**src/rtl/fetch_unit_pkg.sv**
```systemverilog
// Shared CPU definitions: fetch state encoding, word/PC widths, PC step and the
// {pc, instr} entry carried through the fetch buffer.
package fetch_unit_pkg;

    localparam int INSTR_W    = 32;
    localparam int PC_W       = 32;
    localparam int FIFO_DEPTH = 2;
    localparam logic [PC_W-1:0] PC_INC = 32'd4;

    typedef enum logic [1:0] {
        IDLE = 2'd0,
        REQ  = 2'd1,
        DROP = 2'd2
    } fetch_state_t;

    typedef struct packed {
        logic [PC_W-1:0]    pc;
        logic [INSTR_W-1:0] instr;
    } fetch_entry_t;

endpackage

```
**src/rtl/fetch_unit_if.sv**
```systemverilog
// Fetch unit bus: instruction memory request/ack, decoder valid/ready, branch redirect.
// master = fetch unit side, slave = memory/decoder/branch side.
interface fetch_unit_if;
    import fetch_unit_pkg::*;

    logic               imem_req;
    logic [PC_W-1:0]    imem_addr;
    logic               imem_ack;
    logic [INSTR_W-1:0] imem_rdata;
    logic               dec_valid;
    logic [INSTR_W-1:0] dec_instr;
    logic [PC_W-1:0]    dec_pc;
    logic               dec_ready;
    logic               br_taken;
    logic [PC_W-1:0]    br_pc;
    logic [23:0]        br_offset;

    modport master (
        output imem_req, imem_addr, dec_valid, dec_instr, dec_pc,
        input  imem_ack, imem_rdata, dec_ready, br_taken, br_pc, br_offset
    );

    modport slave (
        input  imem_req, imem_addr, dec_valid, dec_instr, dec_pc,
        output imem_ack, imem_rdata, dec_ready, br_taken, br_pc, br_offset
    );

endinterface

```
**src/rtl/fetch_fifo.sv**
```systemverilog
// Purpose: 2-entry {pc, instr} buffer between instruction memory and decoder, with flush.
// Latency: a push is visible at the head on the next cycle; head is driven from registers only.
// Backpressure: none internally; the caller's credit scheme guarantees no push while full.
module fetch_fifo
    import fetch_unit_pkg::*;
(
    input  logic         clk,
    input  logic         rst_n,
    input  logic         flush,
    input  logic         push,
    input  fetch_entry_t push_dat,
    input  logic         pop,
    output fetch_entry_t head_dat,
    output logic         head_vld,
    output logic [1:0]   count
);

    fetch_entry_t slot [FIFO_DEPTH];
    logic         wr_ptr;
    logic         rd_ptr;
    logic [1:0]   cnt;
    logic         push_ok;
    logic         pop_ok;

    assign push_ok  = push & (cnt != 2'd2);
    assign pop_ok   = pop & (cnt != 2'd0);
    assign head_dat = slot[rd_ptr];
    assign head_vld = (cnt != 2'd0);
    assign count    = cnt;

    // Slots are cleared on reset so the decoder sees zero pc/instr while empty.
    always_ff @(posedge clk or negedge rst_n) begin
        if (!rst_n) begin
            slot[0] <= '0;
            slot[1] <= '0;
            wr_ptr  <= 1'b0;
            rd_ptr  <= 1'b0;
            cnt     <= 2'd0;
        end else if (flush) begin
            wr_ptr <= 1'b0;
            rd_ptr <= 1'b0;
            cnt    <= 2'd0;
        end else begin
            if (push_ok) begin
                slot[wr_ptr] <= push_dat;
                wr_ptr       <= ~wr_ptr;
            end
            if (pop_ok) begin
                rd_ptr <= ~rd_ptr;
            end
            cnt <= cnt + {1'b0, push_ok} - {1'b0, pop_ok};
        end
    end

endmodule

```
**src/rtl/fetch_unit.sv**
```systemverilog
// Purpose: instruction fetch with credit-limited memory requests, 2-entry buffer and branch redirect.
// Latency: dec_valid rises the cycle after an accepted imem ack; 1 instr/cycle with zero-wait memory.
// Backpressure: dec_ready low holds the head; requests stop once buffer + outstanding reaches 2.
module fetch_unit
    import fetch_unit_pkg::*;
#(
    parameter logic [PC_W-1:0] RESET_PC = 32'h0000_0000
)
(
    input  logic          clk,
    input  logic          rst_n,
    fetch_unit_if.master  bus
);

    fetch_state_t    state;
    logic [PC_W-1:0] fetch_pc;
    logic [PC_W-1:0] req_addr;
    logic            req_q;

    logic            ack;
    logic            push;
    logic            pop;
    logic            credit;
    logic [1:0]      occ;
    logic [1:0]      occ_after;
    logic [PC_W-1:0] pc_next;
    logic [PC_W-1:0] br_target;
    fetch_entry_t    push_dat;
    fetch_entry_t    head;
    logic            head_vld;

    assign bus.imem_req  = req_q;
    assign bus.imem_addr = req_addr;
    assign bus.dec_valid = head_vld;
    assign bus.dec_instr = head.instr;
    assign bus.dec_pc    = head.pc;

    assign push_dat = {req_addr, bus.imem_rdata};

    always_comb begin
        ack       = req_q & bus.imem_ack;
        // Data returning for a request issued before a redirect (DROP) is never buffered.
        push      = ack & (state == REQ) & ~bus.br_taken;
        pop       = head_vld & bus.dec_ready & ~bus.br_taken;
        occ_after = occ + {1'b0, push} - {1'b0, pop};
        credit    = (occ_after < 2'd2);
        pc_next   = fetch_pc + PC_INC;
        // Branch addresses are word aligned, so the target stays word aligned too.
        br_target = bus.br_pc + 32'd8 + {{6{bus.br_offset[23]}}, bus.br_offset, 2'b00};
    end

    fetch_fifo u_fifo (
        .clk      (clk),
        .rst_n    (rst_n),
        .flush    (bus.br_taken),
        .push     (push),
        .push_dat (push_dat),
        .pop      (pop),
        .head_dat (head),
        .head_vld (head_vld),
        .count    (occ)
    );

    // In REQ, fetch_pc equals the outstanding address; in DROP it holds the redirect target.
    always_ff @(posedge clk or negedge rst_n) begin
        if (!rst_n) begin
            state    <= IDLE;
            fetch_pc <= RESET_PC;
            req_addr <= RESET_PC;
            req_q    <= 1'b0;
        end else begin
            case (state)
                IDLE: begin
                    if (bus.br_taken) begin
                        fetch_pc <= br_target;
                        req_addr <= br_target;
                        req_q    <= 1'b1;
                        state    <= REQ;
                    end else if (credit) begin
                        req_addr <= fetch_pc;
                        req_q    <= 1'b1;
                        state    <= REQ;
                    end
                end
                REQ: begin
                    if (bus.br_taken) begin
                        fetch_pc <= br_target;
                        if (ack) begin
                            req_addr <= br_target;
                        end else begin
                            state <= DROP;
                        end
                    end else if (ack) begin
                        fetch_pc <= pc_next;
                        req_addr <= pc_next;
                        if (!credit) begin
                            req_q <= 1'b0;
                            state <= IDLE;
                        end
                    end
                end
                DROP: begin
                    if (bus.br_taken) begin
                        fetch_pc <= br_target;
                    end
                    if (ack) begin
                        req_addr <= bus.br_taken ? br_target : fetch_pc;
                        state    <= REQ;
                    end
                end
                default: begin
                    req_q <= 1'b0;
                    state <= IDLE;
                end
            endcase
        end
    end

endmodule

```
**src/flat_wrapper.sv**
```systemverilog
// flat-port wrapper written by rule: the top's interface ports become plain ports
module fetch_unit_flat import fetch_unit_pkg::*;
#(
    parameter logic [PC_W-1:0] RESET_PC = 32'h0000_0000
)
  (clk, rst_n, bus_imem_req, bus_imem_addr, bus_dec_valid, bus_dec_instr, bus_dec_pc, bus_imem_ack, bus_imem_rdata, bus_dec_ready, bus_br_taken, bus_br_pc, bus_br_offset);
  fetch_unit_if bus_i ();
  input  logic clk;
  input  logic rst_n;
  output wire logic [$bits(bus_i.imem_req)-1:0] bus_imem_req;
  output wire logic [$bits(bus_i.imem_addr)-1:0] bus_imem_addr;
  output wire logic [$bits(bus_i.dec_valid)-1:0] bus_dec_valid;
  output wire logic [$bits(bus_i.dec_instr)-1:0] bus_dec_instr;
  output wire logic [$bits(bus_i.dec_pc)-1:0] bus_dec_pc;
  input wire logic [$bits(bus_i.imem_ack)-1:0] bus_imem_ack;
  input wire logic [$bits(bus_i.imem_rdata)-1:0] bus_imem_rdata;
  input wire logic [$bits(bus_i.dec_ready)-1:0] bus_dec_ready;
  input wire logic [$bits(bus_i.br_taken)-1:0] bus_br_taken;
  input wire logic [$bits(bus_i.br_pc)-1:0] bus_br_pc;
  input wire logic [$bits(bus_i.br_offset)-1:0] bus_br_offset;
  assign bus_imem_req = bus_i.imem_req;
  assign bus_imem_addr = bus_i.imem_addr;
  assign bus_dec_valid = bus_i.dec_valid;
  assign bus_dec_instr = bus_i.dec_instr;
  assign bus_dec_pc = bus_i.dec_pc;
  assign bus_i.imem_ack = bus_imem_ack;
  assign bus_i.imem_rdata = bus_imem_rdata;
  assign bus_i.dec_ready = bus_dec_ready;
  assign bus_i.br_taken = bus_br_taken;
  assign bus_i.br_pc = bus_br_pc;
  assign bus_i.br_offset = bus_br_offset;
  fetch_unit #(.RESET_PC(RESET_PC)) u_core (.clk(clk), .rst_n(rst_n), .bus(bus_i));
endmodule
```
**config.mk**
```make
export PLATFORM = sky130hd
export DESIGN_NAME = fetch_unit_flat
export DESIGN_NICKNAME = d
export VERILOG_FILES = /design/src/rtl/fetch_unit_pkg.sv /design/src/rtl/fetch_unit_if.sv /design/src/rtl/fetch_fifo.sv /design/src/rtl/fetch_unit.sv /design/src/flat_wrapper.sv
export SDC_FILE = /design/constraint.sdc
export NUM_CORES = 1
export LEC_CHECK = 0
export BUFFER_PORTS_ARGS = -buffer_cell sky130_fd_sc_hd__buf_4
export CAP_MARGIN = 30
export CORE_UTILIZATION = 35
export CTS_BUF_LIST = sky130_fd_sc_hd__clkbuf_4 sky130_fd_sc_hd__clkbuf_8
export DETAILED_ROUTE_END_ITERATION = 10
export SLEW_MARGIN = 40
export SYNTH_ARGS = -nofsm -noshare
export SYNTH_HDL_FRONTEND = slang
export SYNTH_SLANG_ARGS = --single-unit
```
**constraint.sdc**
```tcl
create_clock -name clk -period 3.6 [get_ports clk]
set_input_delay 0.72 -clock clk [delete_from_list [all_inputs] [get_ports clk]]
set_output_delay 0.72 -clock clk [all_outputs]
set_load 0.005 [all_outputs]
```
Word-level counts from Yosys, hierarchy flattened
Index checks and enable logic that the tools add are counted. W data, S select, Z words.

Flip-flop bits (word level): 199.

$add $sub $neg: 7. $lt $le $gt $ge: 4. Bitwise operators: 13. Equality and inequality tests: 11. Reductions and logical operators: 13. Multiplexer cells: 35.

Operators with widths (count): $mux W32 (8); $mux W64 (4); $bwmux W128 (1); $pmux W32 S3 (1); $demux W64 S1 (1); $pmux W32 S2 (1); $add A32 B3 Y32 const B (1); $add A32 B32 Y32 (1); $add A32 B4 Y32 const B (1); $mux W2 (8); $reduce_and A5 Y1 (2); $mux W1 (9); $reduce_bool A2 Y1 (4); $and A1 B1 Y1 (7); $ne A2 B2 Y1 const B (3); $ne A3 B2 Y1 const B (2); $ne A3 B3 Y1 const B (2); $pmux W2 S3 (1); $add A2 B1 Y2 (2); $ge A2 B2 Y1 const B (2); $ne A2 B1 Y1 const B (2); $not A1 Y1 (4); $not A1 Y2 (2); $reduce_and A2 Y1 (2); other kinds (11) (12).

Depth between registers and ports, before layout
Gate-level depths: netlist (run 1).

Depth in word-level cells: 10. Gate-level depth with buffers: 14. Gate-level depth less buffers: 14.

Cells and area by module
A second synthesis (run 1) with hierarchy kept.

Cells, all modules: 1125. Area, all modules: 12071.6 um^2.

Modules (own cells, without submodules): fetch_unit (area an instance 6169.7 um^2, times used 1, cells an instance 761, sequential area each 1676.6 um^2); fetch_fifo (area an instance 5901.9 um^2, times used 1, cells an instance 364, sequential area each 3303.2 um^2).

Worst setup path before layout (run 1)
Ideal clock, no wire load.

Kind: input-to-reg. Start: input port bus_br_taken. End: register u_core.req_addr[28], in the netlist u_core.bus.imem_addr[28]. Stages: 14. Data arrival time: 3375 ps. Path slack: 103 ps. Required time: 3478 ps. Cell sequence: clkbuf_1 clkbuf_1 buf_1 nor2_1 ha_1 xor2_1 xnor2_1 o21ai_0 a21oi_1 a31oi_1 buf_2 nor2_1 o21ai_0 o2111a_1.

Longest elaborated chain between the ends: 7.

Ends and longest elaborated chain: start: declaration (line flat_wrapper.sv:18) `input wire logic [$bits(bus_i.br_taken)-1:0] bus_br_taken;`; $not A1 Y1 (no source line); $and A1 B1 Y1 (line fetch_unit.sv:43) `push = ack & (state == REQ) & ~bus.br_taken;`; $add A2 B1 Y2 (line fetch_unit.sv:45) `occ_after = occ + {1'b0, push} - {1'b0, pop};`; $sub A2 B1 Y2 (line fetch_unit.sv:45); $lt A2 B2 Y1 (line fetch_unit.sv:46) `credit = (occ_after < 2'd2);`; $ne A3 B2 Y1 (no source line); $reduce_and A4 Y1 (no source line); end signal: assignment (line fetch_unit.sv:76) `req_addr <= br_target;`; end signal: assignment (line fetch_unit.sv:80) `req_addr <= fetch_pc;`; end signal: assignment (line fetch_unit.sv:89) `req_addr <= br_target;`; end: declaration (line fetch_unit.sv:17) `logic [PC_W-1:0] req_addr;`.

Several ways; a longest one is shown, not always the timed one. The select of a mux whose other input is x is not followed. A chain may end at the register's enable or synchronous reset.

Final worst setup path (run 1)
Start: input port bus_br_offset[1]. End: register u_core.req_addr[29], in the netlist u_core.bus.imem_addr[29].

Longest elaborated chain between the ends: 4.

Ends and longest elaborated chain: start: declaration (line flat_wrapper.sv:20) `input wire logic [$bits(bus_i.br_offset)-1:0] bus_br_offset;`; $add A32 B32 Y32 * (line fetch_unit.sv:49) `br_target = bus.br_pc + 32'd8 + {{6{bus.br_offset[23]}}, bus.br_offset, 2'b00};`; $mux W32, on equally long branches (line fetch_unit.sv:107, fetch_unit.sv:88); $mux W32, on equally long branches (line fetch_unit.sv:106, fetch_unit.sv:86); $pmux W32 S3 * (line fetch_unit.sv:72) `case (state)`; end signal: assignment (line fetch_unit.sv:76); end signal: assignment (line fetch_unit.sv:80); end signal: assignment (line fetch_unit.sv:107) `req_addr <= bus.br_taken ? br_target : fetch_pc;`.

Every way passes the cells marked *; elsewhere a longest branch is shown, timed or not. The select of a mux whose other input is x is not followed.

==> flow_summary.toml, run 1 <==
[clocking]
htree_num_levels = 4
cts_root_buf = "clkbuf_8"
cts_sinks = 199
tritoncts = "yes"
cts_hold_buf = 0
cts-buffers-inserted = 17
cts_buffer_depth = 2
cts.repair.resized = 0
post_cts_buffers = 0
clkTransAtPathRegs_ps = 110
clock_latency_ps = 480

[timing]
finalSetupTns_ps = 0
setup_viol = 0
fmax_mhz = 306
fin_crit_sh = 0.908
setup_ws_ps = 332
skew_ps = 24.6
slew_headroom = 0.434
maxSlewViolCount = 0
worst_pin_slew_ps = 847
period_needed_ps = 3270
hold_viol = 0
rsz0062_at_grt = "false"

[power_and_ir_drop]
p_comb_frac = 0.465
power.leakage_nw = 6.36
pwr-share-seq = 0.400
p_per_area_nw_per_um2 = 722
clockPowerShare = 0.135
peakVddDrop_mv = 0.292
power_switching_mw = 3.89
switching_share = 0.383
p_int_mw = 6.26

[worst_setup_path]
worstSetupEndpointType = "flop"
worstPathArrival_ps = 3590
crit_required_ps = 3920
critical_path.startpoint = "bus_br_offset[1]"
path_class = "in2reg"
critPathLaunchType = "primary input"
reg2reg_depth = 12
timing.rr.start = "u_core.u_fifo.count[1]"
crit_fanout = 4

[grt]
grt_max_degree = 83
grt.overflow.total = 0
track_usage = 0.178
antenna_found_initial = 0
grt_pass1_vias = 8762
grt_pass1_wl_um = 47500

[outcome]
status = "complete, no violations"

[synthesis]
syn_area_um2 = 11600
syn_inst = 1105
yosys-top-cells-count = "dfrtp_1, mux2_2, nand2_1, nor2_1, a21oi_1"
async_flop_share = 1.00
synth_area_per_cell_um2 = 10.5
yosysSeqAreaShare = 0.429
synth.most_common_cell = "dfrtp_1"
yosysTopAreaCell = "dfrtp_1"
synthFlopType = "dfrtp_1"
yosysTopAreaCellShare = 0.429
yosysWarnings = 0
synth.distinct_cells = 71
synth_seq_cells = 199
syn_nets = 1260
synthTopCellsByArea = "dfrtp_1, mux2_2, ha_1"
synth-edff-count = 0

[placed_design]
port_buffers = 190
dpl.cell_count = 1712
dp_hpwl_um = 21500
gp_congestion = 0.825
pre_cts_slack_ps = -194

[die]
die_w_um = 184
start_util = 0.357
dieArea_um2 = 33900
die_h_um = 184
core_um2 = 32500
num_rows = 66
num_io_pins = 191

[layout]
drive_gt1_frac = 0.358
stdcell_count = 1744
syn2layout_area_growth_pct = 21.2
nets = 1444
num_antenna_cells = 0

[routing]
dr.pass1.iters = 7
antenna_left = 0
drt-vias-per-instance = 5.21
drc_errors = 0
drt_wl_total_um = 29500
drt-initial-drc-count = 484
wl_per_cell_um = 16.9
dr_total_vias = 9079

[flow_run]
cap_violations = 0

[worst_hold_path]
hold_path.class = "in2async"
## per-stage QoR
step	total power [mW]	hold slack, ps	utilization	cell area (um^2)
global placement	8.74	462	0.421	13700
finish	10.1	305	0.432	14100
CTS	10.2	280	0.432	14100
floorplan	6.70	424	-	11600
detailed placement	8.85	471	0.421	13700
global route	10.9	309	0.432	14100
## power groups by stage
stage,sequential [mW],clock (mW),combinational (mW)
2_1_floorplan,3.73,0,2.97
3_3_place_gp,4.05,0,4.69
3_5_place_dp,4.11,0,4.74
4_1_cts,4.05,1.43,4.77
5_1_grt,4.21,1.51,5.20
6_report,4.06,1.37,4.72
## critical path, stage by stage
cell and delay, ps:
buf_4 70, inv_1 30, ha_1 260, inv_1 40
ha_1 220, fa_1 400, a21oi_1 220, nor2_1 110
o211ai_1 270, and3_1 250, a32oi_2 180, a211oi_1 320
buf_4 170, xor2_1 210, a221oi_1 120
## cells by family after synthesis
kind of cell               share of synthesized area
DFF                                            0.429
muxes                                          0.188
AOI/OAI and AO/OA                              0.131
xor gates and xnor gates                      0.0461
and+or+nand+nor                                0.110
buffers and inverters                         0.0276
adders and majority gates                     0.0675
## state kept, by name, summed over array words and instances (netlist names)
register and count:
u_core.state 2, u_core.u_fifo.wr_ptr 1, u_core.bus.imem_req 1, u_core.u_fifo.count 2, u_core.fetch_pc 32, u_core.u_fifo.rd_ptr 1, u_core.u_fifo.slot 128, u_core.bus.imem_addr 32
## worst paths after layout
check	to	slack, ps
min in group clk	u_core.fetch_pc[1]	450
worst min-delay path	u_core.u_fifo.slot[8]	300
worst min register to register	u_core.fetch_pc[0]	500
worst max register to register	u_core.bus.imem_addr[29]	520
worst max-delay path	u_core.bus.imem_addr[29]	330
max in group asynchronous	u_core.fetch_pc[29]	2500
## layer usage
metal  vias up  part of all wire  GRT usage
met4         0             0.012     0.0403
met5         -                 0          0
met3        24             0.053     0.0339
met2       244              0.45      0.281
li1       4382                 -          -
met1      4429              0.48      0.252
## layout by cell type (no fill, tap or decap), types with 9 or more instances in the layout
cell and instances:
buf_4 216, dfrtp_1 198, mux2_2 192, nand2_1 99
nor2_1 86, a21oi_1 70, ha_1 61, o21ai_0 52
xnor2_1 35, nand3_1 29, xor2_1 26, clkbuf_8 18
inv_1 17, a21o_1 17, a211oi_1 15, and3_1 13
a221oi_1 11, o22ai_1 10, a311oi_1 9
## area by class of cell
cell class	instances	area, um^2
fillers	3276	18500
multi-input cells	828	6310
flip-flops and latches	199	4980
repair buffers	224	1780
well taps	442	553
clock buffers	19	249
clock inverters	13	114
inverters	19	71.3
(Power assumes the default switching activity.)
==> run 2: changes to the inputs <==
ABC_AREA = 1   (was default)
SLEW_MARGIN = 20   (was 40)
==> run 2 against run 1 <==
Against the previous run: power is 4.7% higher; die area is 8.3% higher; register-to-register slack better by 220 ps; wire length is 18% higher; sequential cell count stayed put; synthesized area is 8.4% higher; design area is 5.5% higher; clock skew is 7.7 ps lower; critical path type is now reg2reg; critical endpoint is now u_core.bus.imem_addr[25].
==> flow_summary.toml, run 2 <==
[layout]
layout_commonest_cell = "nand2_1"
syn2layout_area_growth_pct = 17.9
num_antenna_cells = 0
largest_register = "u_core.u_fifo.slot"
layout_common_cells = "nand2_1, inv_1, buf_4"
post-route-util = 0.418
nets = 2142
multi_input_area_um2 = 6420
regArea_um2 = 4980
final_area_um2 = 14800
drive_gt1_frac = 0.132
largest_register_ff_count = 128
fillers = 3754

[clocking]
cts_hold_buf = 0
cts_root_buf = "clkbuf_8"
clkTransAtPathRegs_ps = 100
cts_buffer_depth = 2
cts-buffers-inserted = 17
tritoncts = "yes"
post_cts_buffers = 0
cts_sinks = 199
cts.repair.resized = 0
htree_num_levels = 4
clock_latency_ps = 470

[timing]
rsz0062_at_grt = "false"
finalSetupTns_ps = 0
hold_ws_ps = 318
fmax_mhz = 350
hold_viol = 0
maxSlewViolCount = 0
period_needed_ps = 2860
fin_crit_sh = 0.795
slew_headroom = 0.390
worst_pin_slew_ps = 915
setup_viol = 0
skew_ps = 16.9
setup_ws_ps = 739

[routing]
antenna_left = 0
drt-initial-drc-count = 822
drt-vias-per-instance = 4.84
drc_errors = 0
dr.pass1.iters = 5
dr_total_vias = 11900
drt_wl_total_um = 34800
wl_per_cell_um = 14.2

[die]
core_um2 = 35500
dieArea_um2 = 36700
num_io_pins = 191
num_rows = 69
start_util = 0.355
die_h_um = 192
die_w_um = 192

[worst_setup_path]
timing.rr.start = "u_core.state[1]"
worstPathArrival_ps = 3240
crit_fanout = 17
slowest_stage = "dfrtp_1"
cp_slowest_stage_delay_ps = 450
critical_path.startpoint = "u_core.state[1]"
critPathLaunchType = "flop"
crit_required_ps = 3980
rr_endpoint = "u_core.bus.imem_addr[25]"
crit_end = "u_core.bus.imem_addr[25]"
crit_chain = "nor2_4 -> inv_2 -> nor3_4 -> inv_1 -> ha_1 -> nor2_1 -> xor2_1 -> nor2_2 -> nand2_2 -> nand2_2 -> nor3_4 -> buf_4 -> nand3_1 -> o21ai_0"
reg2reg_slack_ps = 740
path_class = "reg2reg"
worstSetupEndpointType = "flop"
reg2reg_depth = 14

[outcome]
status = "complete, no violations"

[synthesis]
synth_area_per_cell_um2 = 6.85
async_flop_share = 1.00
syn_inst = 1837
synth.distinct_cells = 38
yosysTopAreaCell = "dfrtp_1"
syn_area_um2 = 12600
syn_nets = 1992
yosysTopAreaCellShare = 0.396
synth.most_common_cell = "nand2_1"
yosysSeqAreaShare = 0.396
yosys-top-cells-count = "nand2_1, inv_1, dfrtp_1, o21ai_0, nand3_1"
yosysWarnings = 0
synth_seq_cells = 199
synthTopCellsByArea = "dfrtp_1, nand2_1, inv_1"
synthFlopType = "dfrtp_1"
synth-edff-count = 0

[flow_run]
cap_violations = 0

[power_and_ir_drop]
power.leakage_nw = 8.07
peakVddDrop_mv = 0.370
p_per_area_nw_per_um2 = 716

[placed_design]
place_area_um2 = 14400
gp_congestion = 0.889
dp_hpwl_um = 25300
port_buffers = 190
pre_cts_slack_ps = 436

[worst_hold_path]
hold_path.class = "in2async"

[grt]
grt_pass1_wl_um = 55800
antenna_found_initial = 0
grt.overflow.total = 0
grt_pass1_vias = 10700
track_usage = 0.192
grt_max_degree = 94
-- run 2: changes by cell type in the layout (fill, tap and decap cells not counted), sizes merged, moves of 28 or more --
cell   delta
a21oi    -32
inv     +196
mux2    -192
nand2   +638
nand3    +96
o21ai   +135
xnor2    -28
-- run 2: cell type report --
class | instances | area share
multi-input combinational | 1342 | 0.433
clock buffer | 20 | 0.0181
inverter | 219 | 0.0556
tap | 461 | 0.0389
timing repair buffer | 208 | 0.110
sequential | 199 | 0.336
clock inverter | 11 | 0.00844
-- run 2: per-stage QoR --
| step | instances | total power [mW] |
|---|---|---|
| 2_1_floorplan | 1837 | 7.08 |
| 6_report | 2460 | 10.6 |
| 4_1_cts | 2460 | 10.7 |
| 3_3_place_gp | 2429 | 9.12 |
| 3_5_place_dp | 2429 | 9.23 |
| 5_1_grt | 2460 | 11.6 |
-- run 2: worst min path at each step --
stage,cells past startpoint,end,start,slack [ps]
final,1,u_core.u_fifo.slot[27],rst_n,320
after global routing,1,u_core.u_fifo.slot[94],rst_n,340
after CTS,1,u_core.u_fifo.slot[91],rst_n,310
after detailed placement,2,u_core.u_fifo.slot[125],u_core.u_fifo.slot[125],470
after global placement,2,u_core.u_fifo.slot[111],u_core.u_fifo.slot[111],460
after floorplan,0,u_core.bus.imem_addr[0],rst_n,420
-- run 2: power by group --
| group | internal (mW) | switching, mW | total [mW] |
|---|---|---|---|
| clock network | 0.660 | 0.787 | 1.45 |
| registers | 3.19 | 0.745 | 3.94 |
| logic | 2.12 | 3.12 | 5.23 |
-- run 2: cells by family after synthesis --
family,count (synthesis),share of synthesized area
adder cells (fa/ha/maj),62,0.0623
XOR/XNOR,19,0.0132
AND/OR/NAND/NOR,1003,0.325
AO/OA/AOI/OAI,258,0.109
buffers and inverters,296,0.0946
flip-flops,199,0.396
-- run 2: critical path, delay by kind of cell, from the launching register on --
kind | cells | cell delay, ps
AOI/OAI and AO/OA | 1 | 130
buffers and inverters | 3 | 560
xor gates and xnor gates | 1 | 240
adders and majority gates | 1 | 280
and+or+nand+nor | 8 | 1120
DFF | 1 | 450
-- run 2: metal layers --
layer  share of wire  global-route usage  vias up
li1                -                   -     6092
met1            0.49               0.277     5421
met2            0.44               0.304      352
met3           0.055              0.0230       34
met4           0.013              0.0467        0
met5               0                   0        -
==> run 3: changes to the inputs <==
ABC_AREA = 0   (was 1)
clock period = 2.5 ns   (was 3.6 ns; I/O delays follow)
==> run 3 against run 2 <==
Against the previous run: the run now ends with negative setup slack left; first-iteration DRC count is 41% lower; setup slack worse by 930 ps; wire length is 10% lower; non-clock buffer count is 148 higher; core utilization is 7.8 points higher; register-to-register slack worse by 870 ps; hold slack worse by 290 ps; critical path type is now in2reg; critical endpoint is now u_core.bus.imem_addr[31].
==> flow_summary.toml, run 3 (synthesis results as in run 1) <==
[outcome]
status = "finished, violations left"
violations = "negative setup slack"

[clocking]
cts_root_buf = "clkbuf_8"
cts_buffer_depth = 2
cts-buffers-inserted = 17
tritoncts = "yes"
clock_latency_ps = 480
htree_num_levels = 4
cts_sinks = 199
clkTransAtPathRegs_ps = 100

[grt]
track_usage = 0.182
grt_pass1_vias = 9275
grt_max_degree = 65
antenna_found_initial = 0
grt_pass1_wl_um = 49100
grt.overflow.total = 0

[die]
num_io_pins = 191
num_rows = 66
core_um2 = 32500
dieArea_um2 = 33900
start_util = 0.357
die_w_um = 184
die_h_um = 184

[worst_setup_path]
worstPathArrival_ps = 3080
crit_required_ps = 2880
reg2reg_slack_ps = -130
worstSetupEndpointType = "flop"
critPathLaunchType = "primary input"
path_class = "in2reg"
crit_fanout = 3

[timing]
slew_headroom = 0.496
setup_viol = 18
setup_ws_ps = -195
finalSetupTns_ps = -1700
hold_ws_ps = 27.6
hold_viol = 0
fmax_mhz = 371
fin_crit_sh = 1.08
maxSlewViolCount = 0
worst_pin_slew_ps = 757
period_needed_ps = 2690
rsz0062_at_grt = "true"
skew_ps = 24.0

[power_and_ir_drop]
switching_share = 0.373
power_switching_mw = 6.23
p_int_mw = 10.5
p_per_area_nw_per_um2 = 1030
power.leakage_nw = 7.28
clockPowerShare = 0.130
pwr-share-seq = 0.345
p_comb_frac = 0.526
peakVddDrop_mv = 0.550

[routing]
drt-vias-per-instance = 5.15
drt_wl_total_um = 31300
dr.pass1.iters = 6
wl_per_cell_um = 16.7
drt-initial-drc-count = 487
antenna_left = 0
dr_total_vias = 9656
drc_errors = 0

[layout]
num_antenna_cells = 0
fillers = 3009
nets = 1576
drive_gt1_frac = 0.494
post-route-util = 0.496
syn2layout_area_growth_pct = 39.2
largest_register_ff_count = 128
layout_common_cells = "buf_4, dfrtp_1, mux2_2"
largest_register = "u_core.u_fifo.slot"
layout_commonest_cell = "buf_4"

[flow_run]
cap_violations = 0

[placed_design]
port_buffers = 190
dp_hpwl_um = 22300
gp_congestion = 0.834
pre_cts_slack_ps = -852

[worst_hold_path]
hold_path.class = "in2async"
==> run 3: cell types whose count changed in the layout (fill, tap and decap cells not counted), moves of 14 or more <==
| cell | delta |
|---|---|
| a21o_1 | +15 |
| xnor2_1 | +23 |
| ha_4 | +20 |
| o21ai_1 | -41 |
| o21ai_0 | -109 |
| ha_1 | -20 |
| nand2_1 | -653 |
| a21oi_2 | +15 |
| inv_1 | -200 |
| a21oi_1 | +16 |
| buf_4 | +126 |
| nand3_1 | -99 |
| mux2_2 | +192 |
| o211ai_1 | -14 |
==> run 3: final timing paths <==
kind | cells after the start | startpoint | to
max in group asynchronous | 2 | rst_n | u_core.u_fifo.slot[71]
max | 15 | bus_br_offset[1] | u_core.bus.imem_addr[31]
min reg2reg | 2 | u_core.fetch_pc[1] | u_core.fetch_pc[1]
min | 1 | rst_n | u_core.u_fifo.slot[89]
min in group clk | 3 | bus_br_pc[0] | u_core.fetch_pc[0]
max reg2reg | 13 | u_core.u_fifo.count[1] | u_core.bus.imem_addr[28]
==> run 3: stage by stage <==
step	cell area [um^2]	std cells	power, mW
2_1_floorplan	12000	1105	9.79
3_3_place_gp	14900	1816	13.2
3_5_place_dp	14900	1816	13.3
4_1_cts	15600	1861	16.0
5_1_grt	16100	1875	17.8
6_report	16100	1875	16.7
==> run 3: final cells by class <==
type	instances	area, um^2	area share
Sequential cell	199	4980	0.308
Tap cell	442	553	0.0343
Multi-Input combinational cell	828	7180	0.444
Clock inverter	9	118	0.00728
Inverter	19	83.8	0.00519
Timing Repair Buffer	356	2940	0.182
Clock buffer	22	297	0.0184
==> run 3: power by group through the flow <==
stage	clock network, mW	registers, mW	logic [mW]
after floorplan	0	5.38	4.41
after global routing	2.35	5.95	9.52
after CTS	2.23	5.70	8.03
after global placement	0	5.68	7.48
final	2.17	5.76	8.79
after detailed placement	0	5.77	7.57
==> run 3: critical path, stage by stage <==
cell	delay (ps)
buf_8	80
inv_8	30
ha_4	240
inv_2	30
ha_4	160
fa_2	380
a21oi_4	160
nor2_2	70
o211ai_1	260
and3_4	250
a32oi_4	120
a211oi_2	330
a21oi_2	110
xnor2_2	150
a221oi_2	200
==> run 3: repair_timing <==
| item | 4_1_cts | 5_1_grt |
|---|---|---|
| gates resized for setup | 43 | 101 |
| setup endpoints to repair | 38 | 48 |
| setup buffers | 15 | 13 |
| hold buffers | 0 | 0 |
| pin swaps | 28 | 48 |
| cloned | 1 | 3 |
==> run 3: layer usage <==
metal	global-route usage	part of all wire	vias to the layer above	routed length, um
met5	0	0	-	0
met4	0.0400	0.0077	0	240
met3	0.0307	0.056	18	1750
met2	0.292	0.47	268	14600
met1	0.255	0.47	4721	14700
li1	-	-	4649	-
